`src/rtl/otter_iobus_bridge.sv`:
```
`default_nettype none
// ============================================================================
// Module   : otter_iobus_bridge
// Brief    : OTTER I/O bus decoder with output registers, buffered VRAM pixel
//            FIFO (auto-incrementing address) and synchronised button IRQ.
// Revision : 1.0 - initial release
// ============================================================================
module otter_iobus_bridge #(
  parameter logic [31:0] IN_BASE    = 32'h11008000,
  parameter logic [31:0] OUT_BASE   = 32'h1100C000,
  parameter int          N_IN       = 4,
  parameter int          N_OUT      = 8,
  parameter int          OUT_W      = 16,
  parameter int          N_BTN      = 5,
  parameter int          VADDR_W    = 15,
  parameter int          VDATA_W    = 8,
  parameter int          VRAM_WORDS = 2**VADDR_W,
  parameter int          FIFO_DEPTH = 8
) (
  input  logic                   clk,
  input  logic                   rst_n,
  input  logic [31:0]            iobus_addr,
  input  logic [31:0]            iobus_out,
  input  logic                   iobus_wr,
  output logic [31:0]            iobus_in,
  input  logic [N_IN*32-1:0]     in_ports,
  input  logic [N_BTN-1:0]       btn,
  output logic [N_OUT*OUT_W-1:0] out_regs,
  output logic                   intr_o,
  output logic                   vram_we_o,
  output logic [VADDR_W-1:0]     vram_addr_o,
  output logic [VDATA_W-1:0]     vram_data_o,
  input  logic                   vram_ready_i
);

  localparam int c_AW = $clog2(FIFO_DEPTH);
  localparam int c_CW = c_AW + 1;
  localparam int c_EW = VADDR_W + VDATA_W;

  localparam logic [31:0] c_STATUS_A  = IN_BASE  + 32'(4 * N_IN);
  localparam logic [31:0] c_PIXADDR_A = OUT_BASE + 32'(4 * N_OUT);
  localparam logic [31:0] c_PIXDATA_A = OUT_BASE + 32'(4 * (N_OUT + 1));
  localparam logic [31:0] c_CTRL_A    = OUT_BASE + 32'(4 * (N_OUT + 2));

  localparam logic [VADDR_W-1:0] c_VADDR_LAST = VADDR_W'(VRAM_WORDS - 1);

  logic [OUT_W-1:0]   r_out [N_OUT];
  logic [VADDR_W-1:0] r_pixaddr;
  logic [1:0]         r_ctrl;
  logic [N_BTN-1:0]   r_pending;
  logic               r_overflow;
  logic               r_intr;
  logic [N_BTN-1:0]   r_sync1;
  logic [N_BTN-1:0]   r_sync2;
  logic [N_BTN-1:0]   r_btn_prev;

  logic [c_EW-1:0]    r_mem [FIFO_DEPTH];
  logic [c_AW-1:0]    r_wr_ptr;
  logic [c_AW-1:0]    r_rd_ptr;
  logic [c_CW-1:0]    r_count;

  logic [N_OUT-1:0]   w_out_sel;
  logic               w_wr_pixaddr;
  logic               w_push_req;
  logic               w_wr_ctrl;
  logic               w_empty;
  logic               w_full;
  logic               w_pop;
  logic               w_push;
  logic [3:0]         w_cnt_disp;
  logic [31:0]        w_status;
  logic [31:0]        w_rdata;
  logic [N_BTN-1:0]   w_edge;
  logic [N_BTN-1:0]   w_clr;
  logic [c_EW-1:0]    w_head;
  logic               w_unused;

  assign w_unused = ^iobus_out;

  assign w_empty    = (r_count == '0);
  assign w_full     = (r_count == c_CW'(FIFO_DEPTH));
  assign w_pop      = ~w_empty & vram_ready_i;
  // A full FIFO still takes a push when the head leaves in the same cycle
  assign w_push     = w_push_req & (~w_full | w_pop);
  assign w_cnt_disp = (32'(r_count) > 32'd15) ? 4'hF : 4'(r_count);

  assign w_wr_pixaddr = iobus_wr & (iobus_addr == c_PIXADDR_A);
  assign w_push_req   = iobus_wr & (iobus_addr == c_PIXDATA_A);
  assign w_wr_ctrl    = iobus_wr & (iobus_addr == c_CTRL_A);

  assign w_edge = r_sync2 & ~r_btn_prev;
  assign w_clr  = w_wr_ctrl ? iobus_out[16 +: N_BTN] : '0;

  always_comb begin
    w_status                = '0;
    w_status[N_BTN-1:0]     = r_pending;
    w_status[16]            = w_empty;
    w_status[17]            = w_full;
    w_status[18]            = r_overflow;
    w_status[27:24]         = w_cnt_disp;
  end

  always_comb begin
    w_rdata   = '0;
    w_out_sel = '0;
    for (int i = 0; i < N_IN; i++) begin
      if (iobus_addr == IN_BASE + 32'(4 * i)) w_rdata = in_ports[32*i +: 32];
    end
    for (int j = 0; j < N_OUT; j++) begin
      if (iobus_addr == OUT_BASE + 32'(4 * j)) begin
        w_rdata      = 32'(r_out[j]);
        w_out_sel[j] = 1'b1;
      end
    end
    if (iobus_addr == c_STATUS_A)  w_rdata = w_status;
    if (iobus_addr == c_PIXADDR_A) w_rdata = 32'(r_pixaddr);
    if (iobus_addr == c_CTRL_A)    w_rdata = 32'(r_ctrl);
  end

  assign iobus_in = w_rdata;

  generate
    for (genvar j = 0; j < N_OUT; j++) begin : g_out
      assign out_regs[OUT_W*j +: OUT_W] = r_out[j];
    end
  endgenerate

  always_ff @(posedge clk or negedge rst_n) begin
    if (!rst_n) begin
      for (int j = 0; j < N_OUT; j++) r_out[j] <= '0;
      r_ctrl <= '0;
    end else begin
      for (int j = 0; j < N_OUT; j++) begin
        if (iobus_wr && w_out_sel[j]) r_out[j] <= iobus_out[OUT_W-1:0];
      end
      if (w_wr_ctrl) r_ctrl <= iobus_out[1:0];
    end
  end

  always_ff @(posedge clk or negedge rst_n) begin
    if (!rst_n) begin
      r_pixaddr  <= '0;
      r_overflow <= 1'b0;
    end else begin
      if (w_wr_pixaddr) begin
        r_pixaddr <= iobus_out[VADDR_W-1:0];
      end else if (w_push && r_ctrl[0]) begin
        r_pixaddr <= (r_pixaddr == c_VADDR_LAST) ? '0 : r_pixaddr + 1'b1;
      end
      if (w_push_req && !w_push) begin
        r_overflow <= 1'b1;
      end else if (w_wr_ctrl && iobus_out[8]) begin
        r_overflow <= 1'b0;
      end
    end
  end

  // Storage is not reset; emptiness is tracked entirely by the pointers/count
  always_ff @(posedge clk) begin
    if (w_push) r_mem[r_wr_ptr] <= {r_pixaddr, iobus_out[VDATA_W-1:0]};
  end

  always_ff @(posedge clk or negedge rst_n) begin
    if (!rst_n) begin
      r_wr_ptr <= '0;
      r_rd_ptr <= '0;
      r_count  <= '0;
    end else begin
      if (w_push) r_wr_ptr <= r_wr_ptr + 1'b1;
      if (w_pop)  r_rd_ptr <= r_rd_ptr + 1'b1;
      case ({w_push, w_pop})
        2'b10:   r_count <= r_count + 1'b1;
        2'b01:   r_count <= r_count - 1'b1;
        default: r_count <= r_count;
      endcase
    end
  end

  assign w_head      = r_mem[r_rd_ptr];
  assign vram_we_o   = ~w_empty;
  assign vram_addr_o = w_head[c_EW-1:VDATA_W];
  assign vram_data_o = w_head[VDATA_W-1:0];

  always_ff @(posedge clk or negedge rst_n) begin
    if (!rst_n) begin
      r_sync1    <= '0;
      r_sync2    <= '0;
      r_btn_prev <= '0;
      r_pending  <= '0;
      r_intr     <= 1'b0;
    end else begin
      r_sync1    <= btn;
      r_sync2    <= r_sync1;
      r_btn_prev <= r_sync2;
      // OR-ing the edge in last lets a new press win over a same-cycle clear
      r_pending  <= (r_pending & ~w_clr) | w_edge;
      r_intr     <= r_ctrl[1] & (|r_pending);
    end
  end

  assign intr_o = r_intr;

endmodule
`default_nettype wire
```
`config.mk`:
```
export PLATFORM = sky130hd
export DESIGN_NAME = otter_iobus_bridge
export DESIGN_NICKNAME = d
export VERILOG_FILES = /design/src/rtl/otter_iobus_bridge.sv
export SDC_FILE = /design/constraint.sdc
export NUM_CORES = 1
export LEC_CHECK = 0
export CAP_MARGIN = 20
export CORE_UTILIZATION = 30
export CTS_BUF_LIST = sky130_fd_sc_hd__clkbuf_4
export DETAILED_ROUTE_END_ITERATION = 16
export PLACE_DENSITY = 0.49
export RECOVER_POWER = 50
export SETUP_SLACK_MARGIN = 0.05
export SYNTH_ARGS = -nofsm -noshare
export SYNTH_HDL_FRONTEND = slang
export SYNTH_SLANG_ARGS = --single-unit
```
`constraint.sdc`:
```
create_clock -name clk -period 3.4 [get_ports clk]
set_input_delay 0.51 -clock clk [delete_from_list [all_inputs] [get_ports clk]]
set_output_delay 0.51 -clock clk [all_outputs]
set_load 0.02 [all_outputs]
```
; After elaboration in Yosys (flattened, before gate mapping)
; Memories as Yosys holds them, arrays and structs flattened.
; Cells that the tools add are included.
[word_totals]
ff_bits = 177
mem_count = 1
latchBits = 0
ramBits = 184
romBits = 0
input_bits = 201
[classes]
shifts = 0
n_eq_ne = 20
div = 0
n_mux = 32
n_addsub = 5
mul = 0
reduce_logical = 17
magnitude_cmp = 0
n_bitwise = 14
[mem_list]
columns = memory, depth, width, read_ports, rd_clocked_by_memory_dff, wr, line_no
row1 = r_mem, 8, 23, 1, 0, 1, 57  ; logic [c_EW-1:0] r_mem [FIFO_DEPTH];
[ops]
columns = cell, n
row1 = $eq A32 B29 Y1 const B, 16
row2 = $mux W32, 15
row3 = $mux W15, 3
row4 = $add A15 B1 Y15 const B, 1
row5 = $eq A15 B15 Y1 const B, 1
row6 = $mux W1, 12
row7 = $logic_and A1 B1 Y1, 11
row8 = $and A5 B5 Y5, 2
row9 = $not A5 Y5, 2
row10 = $pmux W4 S2, 1
row11 = $add A3 B1 Y3 const B, 2
row12 = $and A1 B1 Y1, 6
row13 = $reduce_bool A2 Y1, 3
row14 = $mux W5, 1
row15 = $or A5 B5 Y5, 1
row16 = $reduce_or A5 Y1, 1
row17 = $add A4 B1 Y4 const B, 1
row18 = $eq A4 B4 Y1 const B, 1
row19 = $logic_not A4 Y1, 1
row20 = $sub A4 B1 Y4 const B, 1
row21 = $eq A2 B1 Y1 const B, 1
row22 = $eq A2 B2 Y1 const B, 1
row23 = $not A1 Y1, 2
row24 = $logic_not A1 Y1, 1
row25 = $or A1 B1 Y1, 1

; Depth between registers and ports, before layout
[logic_depth]
depth_word = 16
ltp_mapped = 13
ltp_nobuf = 12

; Worst setup path before layout
; No wires, ideal clock.
[synth_path]
path_kind = input to register
start = input port iobus_addr[1]
end = memory r_mem[1][0] (netlist bit), enable pin
t_arrival_ns = 3.605
setup_slack_ns = -0.637
n_path_buf = 1
path_stages = 7
path_cell_list = buf_2 > or4b_1 > nor2_1 > nand4_1 > nor2b_1 > nand2_1 > nor3_1
[synth_via]
elab_chain_len = 5
[synth_rtl]
columns = item, line_no
row1 = from (decl), 22  ; input logic [31:0] iobus_addr,
row2 = $eq A32 B29 Y1, 88  ; assign w_push_req = iobus_wr & (iobus_addr == c_PIXDATA_A);
row3 = $and A1 B1 Y1, 88
row4 = $and A1 B1 Y1, 84  ; assign w_push = w_push_req & (~w_full | w_pop);
row5 = $mux W1, 160  ; if (w_push) r_mem[r_wr_ptr] <= {r_pixaddr, iobus_out[VDATA_W-1:0]};
row6 = $mux W1 (implied by the code), 160
row7 = to (decl), 57
; Every way passes these cells.

; Worst setup path after layout
[layout_path]
start = input port iobus_addr[2]
end = output port iobus_in[10]
[layout_via]
elab_chain_len = 16
elab_cells_between_ends = 30
classes_between = eq/ne (15) / mux (15)
[layout_rtl]
columns = item, line_no
row1 = $eq A32 B29 Y1, 107  ; if (iobus_addr == IN_BASE + 32'(4 * i)) w_rdata = in_ports[32*i +: 32];
row2 = $mux W32 (4 in a row), 107
row3 = $mux W32 (8 in a row), 110  ; if (iobus_addr == OUT_BASE + 32'(4 * j)) begin
row4 = $mux W32, 115  ; if (iobus_addr == c_STATUS_A) w_rdata = w_status;
row5 = $mux W32, 116  ; if (iobus_addr == c_PIXADDR_A) w_rdata = 32'(r_pixaddr);
row6 = $mux W32 *, 117  ; if (iobus_addr == c_CTRL_A) w_rdata = 32'(r_ctrl);
row7 = to (decl), 25  ; output logic [31:0] iobus_in,
; Mark *: on every way between the ends. The rest lies on a longest branch, timed or not.

==> flow_summary_export.csv <==
group,metric,value,unit
drt,ant_nets,0,
cells_and_area,finalInstanceArea,0.0255,mm2
setup_path,cp.required,2890,ps
sta,drv_slew,65,
min_path,hold_path_class,"input pin to register",
sta,rsz0062_at_grt,"true",
sta,final_critical_path_setup_slack,-130,ps
clock_tree,htreeDepth,3,
pwr,leakagePower,10.7,nW
sta,fin_crit,3530,ps
yosys,synth_cells,1209,
cells_and_area,syn_to_final_growth,51.9,%
drt,drt_first_pass_iters,5,
placement,gp_congestion,0.933,
drt,drc,0,
clock_tree,cts.reportedPaths.clkPinSlew,60,ps
placement,place_area,0.0230,mm2
yosys,synth_fp_nets,1417,
cells_and_area,final_common_cell,"clkdlybuf4s50_1",
clock_tree,cts_buffer_depth,3,
floorplanning,rows,86,
yosys,ys_types,83,
setup_path,cp-end-kind,"output port",
setup_path,cp.arrival,3020,ps
floorplanning,fp.dieW,238,um
outcome,status,"finished with violations",
pwr,p_per_area,415,mW/mm2
drt,finalWirelength,68.3,mm
setup_path,cp-start-kind,"input pin",
yosys,ys_warn_count,0,
yosys,synth.area.top_cells,"edfxtp_1 (33%), dfrtp_1 (26%), mux2_2 (10%)",
drt,detail_route.wl_per_cell,25.3,um
yosys,synth_flop_cell,"edfxtp_1",
clock_tree,clk_latency,810,ps
placement,port_buffers,374,
grt,grt_pass1_vias,14700,
drt,drtIter0Drc,813,
grt,overflow,0,
floorplanning,io_pins,386,
setup_path,crit_chain,"clkbuf_4 -> buf_4 -> buf_4 -> clkinv_1 -> buf_4 -> a2111o_1 -> o21ai_4 -> a31oi_4 -> o21ai_2 -> a221oi_2 -> a221o_1 -> buf_6",
floorplanning,dieArea,0.0568,mm2
pwr,ir_worst_vdd,295,uV
grt,grt_max_degree,65,
yosys,yosysTopAreaCellShare,33.0,%
grt,track_usage,24.0,%
cells_and_area,layout-drive-gt1-share,40.3,%
yosys,synth-edff-count,184,
yosys,synth_area_per_cell,13.9,um2
sta,hold_violations,0,
clock_tree,cts_sinks,361,
drt,vias_per_cell,5.09,
drt,vias,13700,
setup_path,crit_slowest_cell,"a2111o_1",
yosys,ys_async_sr_fraction,49.0,%
sta,fmax,283,MHz
sta,relSlewSlack,-16.8,%
cells_and_area,mostFrequentLayoutCells,"clkdlybuf4s50_1 (275), edfxtp_1 (184), buf_4 (177), dfrtp_1 (176), mux2_2 (156)",
floorplanning,start_util,30.4,%
cells_and_area,num-nets-final,2077,
clock_tree,cts_root_buf,"clkbuf_4",
placement,hpwl,50.0,mm
floorplanning,coreArea,0.0551,mm2
grt,grt_pass1_wl,98.6,mm
sta,finalSetupViolations,6,
setup_path,path_max_fanout,11,
grt,antenna_found_initial,4,
outcome,violations,"capacitance limit, slew limit, setup timing",
yosys,netlist_area,0.0168,mm2
sta,worst_pin_slew,1750,ps
setup_path,cpMostUsedCell,"buf_4",
yosys,synth_top_area_cell,"edfxtp_1",
clock_tree,numCtsBuffers,101,
sta,finalCritPeriodShare,104,%
clock_tree,cts_tree,"built",
floorplanning,die_y,238,um
job,maxCapViolCount,1,
setup_path,critPathKind,"input pin to output port",
placement,place_ws,-971,ps
yosys,synth_seq_cells,361,
yosys,yosysSeqAreaShare,59.4,%
sta,fin_skew,57.8,ps
setup_path,cpPeakStageDelay,410,ps
==> critical path, delay by kind of cell <==
| kind | cells | cell delay (ps) |
|---|---|---|
| buf+inv | 6 | 1130 |
| compound gates | 6 | 1370 |
==> Yosys cell counts, types with 4 or more instances <==
master       n
edfxtp_1   184
dfrtp_1    177
mux2_2     156
nand2_1     84
a21oi_1     59
nor2_1      53
o21ai_0     53
mux4_2      48
clkbuf_1    32
buf_2       23
nand3_1     19
o22ai_1     19
mux2i_1     18
a222oi_1    16
nor3_1      13
inv_1       11
nand4_1     11
xor2_1      11
buf_1       10
a221o_1      9
a221oi_1     9
a31oi_1      9
o221ai_1     9
a21o_1       8
nand2b_1     8
o2111ai_1    8
a22oi_1      7
and3_1       7
and4_1       7
and2_1       6
ha_1         6
nor4b_1      6
xnor2_1      6
a211oi_1     5
a2bb2oi_1    5
nor2b_1      5
nor4_1       5
o21a_1       5
nor2_2       4
nor3b_1      4
o2bb2ai_1    4
or3_1        4
==> repair_timing <==
item / 4_1_cts / 5_1_grt
pin swaps: 56 / 44
setup buffers: 27 / 17
resized for setup: 289 / 84
cloned: 4 / 0
hold buffers: 1 / 0
endpoints found under the setup margin: 55 / 31
endpoints found under the hold margin: 62 / 0
==> power breakdown <==
group,switching [W],internal [W]
clock network,0.00182,0.00206
registers,0.0000654,0.00463
logic,0.000957,0.00102
==> cell type report <==
| class | instances | area, um2 |
|---|---|---|
| diodes | 4 | 10.0 |
| clock inverters | 26 | 111 |
| inverters | 13 | 48.8 |
| clock buffers | 154 | 1160 |
| fillers | 5310 | 29600 |
| multi-input cells | 765 | 7170 |
| well taps | 748 | 936 |
| flip-flops and latches | 361 | 9960 |
| repair buffers | 627 | 6070 |
==> path summary, 6_finish.rpt <==
kind | from | to | slack (ps) | cells past startpoint
worst max-delay path | iobus_addr[2] | iobus_in[10] | -130 | 12
worst min-delay path | btn[3] | r_sync1[3]$_DFF_PN0_ | 290 | 1
worst max register to register | r_count[0]$_DFFE_PN0P_ | r_count[3]$_DFFE_PN0P_ | 710 | 10
worst min register to register | r_sync1[0]$_DFF_PN0_ | r_sync2[0]$_DFF_PN0_ | 350 | 0
max in group asynchronous | rst_n | r_rd_ptr[0]$_DFFE_PN0P_ | 430 | 3
min in group asynchronous | rst_n | out_regs[114]$_DFFE_PN0P_ | 710 | 2
==> metal layers <==
metal | up-vias | track usage [%] | wire [um]
met1 | 6986 | 28.2 | 26800
met2 | 511 | 42.7 | 35400
met5 | - | 0 | 0
li1 | 6144 | - | -
met4 | 0 | 6.78 | 1560
met3 | 85 | 6.51 | 4530
==> flip-flops by register name, indices dropped and copies added, names as in the netlist, 2 cells and up <==
signal	count
r_pixaddr	15
out_regs	128
r_pending	5
r_sync1	5
r_sync2	5
r_rd_ptr	3
r_mem	184
r_wr_ptr	3
r_btn_prev	5
r_count	4
r_ctrl	2
==> per-stage QoR <==
step                      hold WS, ps  setup TNS [ps]  power, W  utilization [%]  instances
after global placement            333          -94670   0.00663             41.7       2472
after CTS                        78.5            -320    0.0108             45.6       2681
after floorplan                   214           -2430   0.00578                -       1209
final                             293            -256    0.0106             46.2       2698
after detailed placement          336          -97850   0.00664             41.7       2472
after global routing              201           -1990    0.0111             46.2       2697
==> logic make-up after synthesis <==
family	synth area share, %
flops	59.4
simple gates	8.68
compound gates	10.2
mux	18.1
buf+inv	2.19
xor+xnor	0.889
fa+ha+maj	0.567
Note: power is estimated with default switching activity, not from simulation.
==> RTL change 1, RTL diff (same settings) <==
Register the input `btn` before use, cleared by the reset. The logic sees it one clock later. The other inputs are not delayed to match.
--- a/src/rtl/otter_iobus_bridge.sv
+++ b/src/rtl/otter_iobus_bridge.sv
@@ -45,4 +45,14 @@
   localparam logic [VADDR_W-1:0] c_VADDR_LAST = VADDR_W'(VRAM_WORDS - 1);
 
+  logic [N_BTN-1:0] btn_q;
+
+  always_ff @(posedge clk or negedge rst_n) begin
+    if (!rst_n) begin
+      btn_q <= '0;
+    end else begin
+      btn_q <= btn;
+    end
+  end
+
   logic [OUT_W-1:0]   r_out [N_OUT];
   logic [VADDR_W-1:0] r_pixaddr;
@@ -190,5 +200,5 @@
       r_intr     <= 1'b0;
     end else begin
-      r_sync1    <= btn;
+      r_sync1    <= btn_q;
       r_sync2    <= r_sync1;
       r_btn_prev <= r_sync2;
Check against the original RTL: not equivalent (Yosys sat finds a counterexample within 4 cycles, from zero or initial values and one cycle with rst_n low).
==> RTL change 1 against the unedited design <==
The flow still finishes with violations (capacitance limit, slew limit, setup timing). Total power fell by 0.35%. Synthesized cell count down 1.4%. Worst setup slack worse by 0.37 ns. Clock power hardly changed. Routed wire length rose by 0.70%. First-iteration DRC count up 9.6%. Largest power group unchanged. Maximum frequency decreased by 9.4%. Largest cell class unchanged. Count of clock-buffer cells in the layout down 11. Highest routed layer unchanged. Die area down 0.23%. Sequential cell count rose by 5. Hold slack lost 0.0045 ns. Sequential share of layout area up 0.92 points. Synthesized area shrank 0.23%. Design area fell by 1.0%.
==> RTL change 1: results (changes against the unedited design) <==
Final layout:
- The net count reported at finish is 2056 (-1.0%).
- The area occupied by multi-input gates is 6930 um2 (-3.4%).
- The count of flip-flops and latches is 366 (+1.4%).
- The non-clock inverter count in the final layout was 17 (+4).
- The total of clock buffers placed in the layout is 143 (-7.1%).
- The final-layout non-clock buffer area share is 0.235 (-0.00350).
- The multi-input combinational cell count came to 745 (-2.6%).
- The relative area of clock buffers and inverters in the final design is 0.0497 (-0.0000717).
- The number of fillers in the final layout came to 5236 (-1.4%).
- The fraction of final layout cells sized beyond drive strength 1 is 0.381 (-0.0223).
- The number of non-clock buffers is 618 (-1.4%).
- The register area came to 10100 um2 (+1.3%).

Outcome:
- The final reports fail on capacitance limit, slew limit, setup timing.
- The flow ran to the end, but the final reports show violations.

GRT:
- The routing usage on met3 is 0.0702 (+0.00509).
- The maximum number of pins on one net before global-route repair is 77 (+18%).
- The total routing usage reported by global routing came to 0.242 (+0.00179).
- The met1 usage is 0.290 (+0.00798).
- The met2 demand-to-capacity share in global routing is 0.405 (-0.0220).

Timing:
- The total negative slack came to -11.73 ns (-11.47 ns).
- The worst clock skew is 0.0612 ns (+0.00343 ns).
- The worst hold slack is 0.288 ns (-0.00450 ns).
- The final worst setup slack is -0.496 ns (-0.366 ns).
- The number of failing setup endpoints in the final timing report is 32 (+26).
- The max-slew violation count is 94 (+45%).
- The relative slew slack is -0.291 (-0.124).

Clocking:
- The CTS clock-pin slew for the worst setup and hold paths is 0.08 ns (+0.02 ns).
- The number of instances resized during post-cts repair is 248 (-14%).
- The count of buffers added by post-CTS timing repair for setup is 17 (-37%).

Pwr:
- The share of total power in combinational logic was 0.178 (-0.009).
- The maximum ir drop on the vdd rail came to 251 uV (-15%).
- The static leakage was 10.6 nW (-0.75%).
- The clock network power consumption is 3.89 mW (about the same).

Drt:
- The number of DRC violations after detailed-routing iteration 0 is 891 (+9.6%).
- The average via count per standard cell was 5.17 (+1.7%).
- The met2 wirelength from detailed routing is 33400 um (-5.8%).
- The total met3 wirelength after detailed routing came to 5890 um (+30%).
- The total routed wire length on the met1 layer is 26900 um (+0.28%).
- The routed length per instance came to 25.7 um (+1.5%).

Critical path:
- The internal reg-to-reg setup slack is 0.46 ns (-0.25 ns).
- The most critical setup path has its endpoint at iobus_in[11].
- The arrival time of the worst setup path was 3.39 ns (+0.37 ns).
- The largest individual stage delay along the critical path comes from the cell nor4_1.
- The largest stage delay on the critical path was 0.55 ns (+0.14 ns).
- The beginning of the critical path is iobus_addr[21].

Hold path:
- For hold timing, the worst endpoint is btn_q[3].

Synthesis:
- The number of distinct library cells after synthesis is 78 (-6.0%).
- The async set or reset register ratio after synthesis came to 0.497 (+0.00696).

Placement:
- The routability congestion estimate is 0.921 (-1.3%).
- The cell area after placement is 23200 um2 (+0.95%).
- The pre-CTS worst setup slack was -1.42 ns (-0.452 ns).
- The detailed placer's ending HPWL is 50000 um (about the same).

Flow run:
- The total of max-cap violations is 2 (+1).

Floorplanning:
- The width of the die is 238 um (-0.12%).
-- RTL change 1: per-stage QoR --
| step | cells | power (mW) | utilization |
|---|---|---|---|
| 3_5_place_dp | 2454 | 6.71 | 0.421 |
| 5_1_grt | 2675 | 11.0 | 0.457 |
| 2_1_floorplan | 1192 | 5.83 | - |
| 6_report | 2678 | 10.5 | 0.457 |
| 3_3_place_gp | 2454 | 6.70 | 0.421 |
| 4_1_cts | 2655 | 10.7 | 0.452 |
-- RTL change 1: cell families after synthesis --
group,synth area share
flip-flops,0.603
AO/OA/AOI/OAI,0.0960
XOR/XNOR,0.00629
AND/OR/NAND/NOR,0.0926
multiplexers,0.177
adder cells (fa/ha/maj),0.00569
buffers and inverters,0.0195
-- RTL change 1: critical path, delay by kind of cell --
kind / cells / cell delay (ns)
AO/OA/AOI/OAI: 2 / 0.54
AND/OR/NAND/NOR: 3 / 0.96
buffers and inverters: 6 / 1.35
==> RTL change 2, RTL diff (same settings) <==
Made on the original files. Set the parameter `FIFO_DEPTH` to 16 (it was 8).
--- a/src/rtl/otter_iobus_bridge.sv
+++ b/src/rtl/otter_iobus_bridge.sv
@@ -16,5 +16,5 @@
   parameter int          VDATA_W    = 8,
   parameter int          VRAM_WORDS = 2**VADDR_W,
-  parameter int          FIFO_DEPTH = 8
+  parameter int          FIFO_DEPTH = 16
 ) (
   input  logic                   clk,
Formal check against the unedited RTL: no difference found for any inputs over 4 cycles, from zero or initial values and one cycle with rst_n low; that may be too few to reach the edited logic, so the function may still have changed.
==> RTL change 2 against the unedited design <==
The flow still finishes with violations (capacitance limit, slew limit, setup timing). Critical path depth is the same. Total power grew 62%. Utilization shrank 1.2 points. Die area grew 41%. Sequential share of layout area grew 5.3 points. Non-clock buffer count grew 93. Clock power grew 53%. Design area grew 38%. Synthesized cell count grew 22%. Synthesized area grew 41%. Worst setup slack lost 0.16 ns. Sequential cell count grew 187. Routed wire length grew 33%. Clock skew grew 0.013 ns. Largest cell class unchanged. Highest routed layer is now met5.
==> RTL change 2: results (changes against the unedited design) <==
Outcome:
- The run finished, with violations left.
- The final reports fail on capacitance limit, slew limit, setup timing.

Timing:
- The final worst setup slack is -0.292 ns (-0.163 ns).
- The max-slew violation count is 184 (+180%).
- The number of failing setup endpoints in the final timing report came to 37 (+31).
- The worst clock skew is 0.0708 ns (+0.0130 ns).

Critical path:
- The internal reg-to-reg setup slack is -0.02 ns (-0.73 ns).
- The cell depth of the worst flop-to-flop path was 8 (-2).

Synthesis:
- The async set or reset register ratio after synthesis is 0.328 (-0.162).
- The number of nets produced by synthesis is 1691 (+19%).
- The post-synthesis share of cell area spent on xor and xnor gates came to 0.00519 (-0.00370).
- The share of the yosys chip area belonging to registers is 0.658 (+0.0639).
- The proportion of synthesized area in mux cells was 0.176 (-0.00507).

Final layout:
- The relative area of clock buffers and inverters in the final design is 0.0550 (+0.00517).
- The register area was 15600 um2 (+56%).
- The fraction of final layout cells sized beyond drive strength 1 is 0.451 (+0.0476).

Drt:
- The total routed wire length on the met1 layer came to 33000 um (+23%).
- The total length of routed wires is 91100 um (+33%).
- The number of DRC violations after detailed-routing iteration 0 came to 1229 (+51%).
- The average via count per standard cell came to 5.14 (+0.99%).

Placement:
- The routability congestion estimate is 0.932 (-0.12%).
- The pre-CTS worst setup slack came to -1.08 ns (-0.108 ns).

Pwr:
- The maximum ir drop on the vdd rail came to 288 uV (-2.2%).
- The static leakage was 14.0 nW (+31%).
- The clock network power consumption is 5.94 mW (+53%).

Flow run:
- The total of max-cap violations is 4 (+3).

GRT:
- The via count of the first global-routing pass is 18800 (+28%).
- The routing usage on met3 is 0.0505 (-0.0147).
RTL change 2: through the flow:
stage                util  cell area, um2  std cells  TNS [ns]
finish              0.451           35000       3413     -4.06
global route        0.451           35000       3412     -9.13
CTS                 0.440           34200       3377     -7.82
detailed placement  0.398           31000       3058   -172.27
global placement    0.398           31000       3058   -162.92
floorplan               -           24000       1479    -14.93
RTL change 2: worst min path at each step:
stage,start,to,slack [ns],cells after the start
CTS,iobus_out[16],r_pending[0],0.007,4
finish,iobus_out[16],r_pending[0],0.14,4
global placement,r_sync1[4],r_sync2[4],0.34,0
detailed placement,r_sync1[2],r_sync2[2],0.34,0
floorplan,rst_n,intr_o,0.21,0
global route,iobus_out[16],r_pending[0],0.07,4
RTL change 2: critical path, delay by kind of cell:
family	cells	cell delay, ns
buffers and inverters	5	0.65
and+or+nand+nor	4	1.17
AOI/OAI and AO/OA	3	0.84
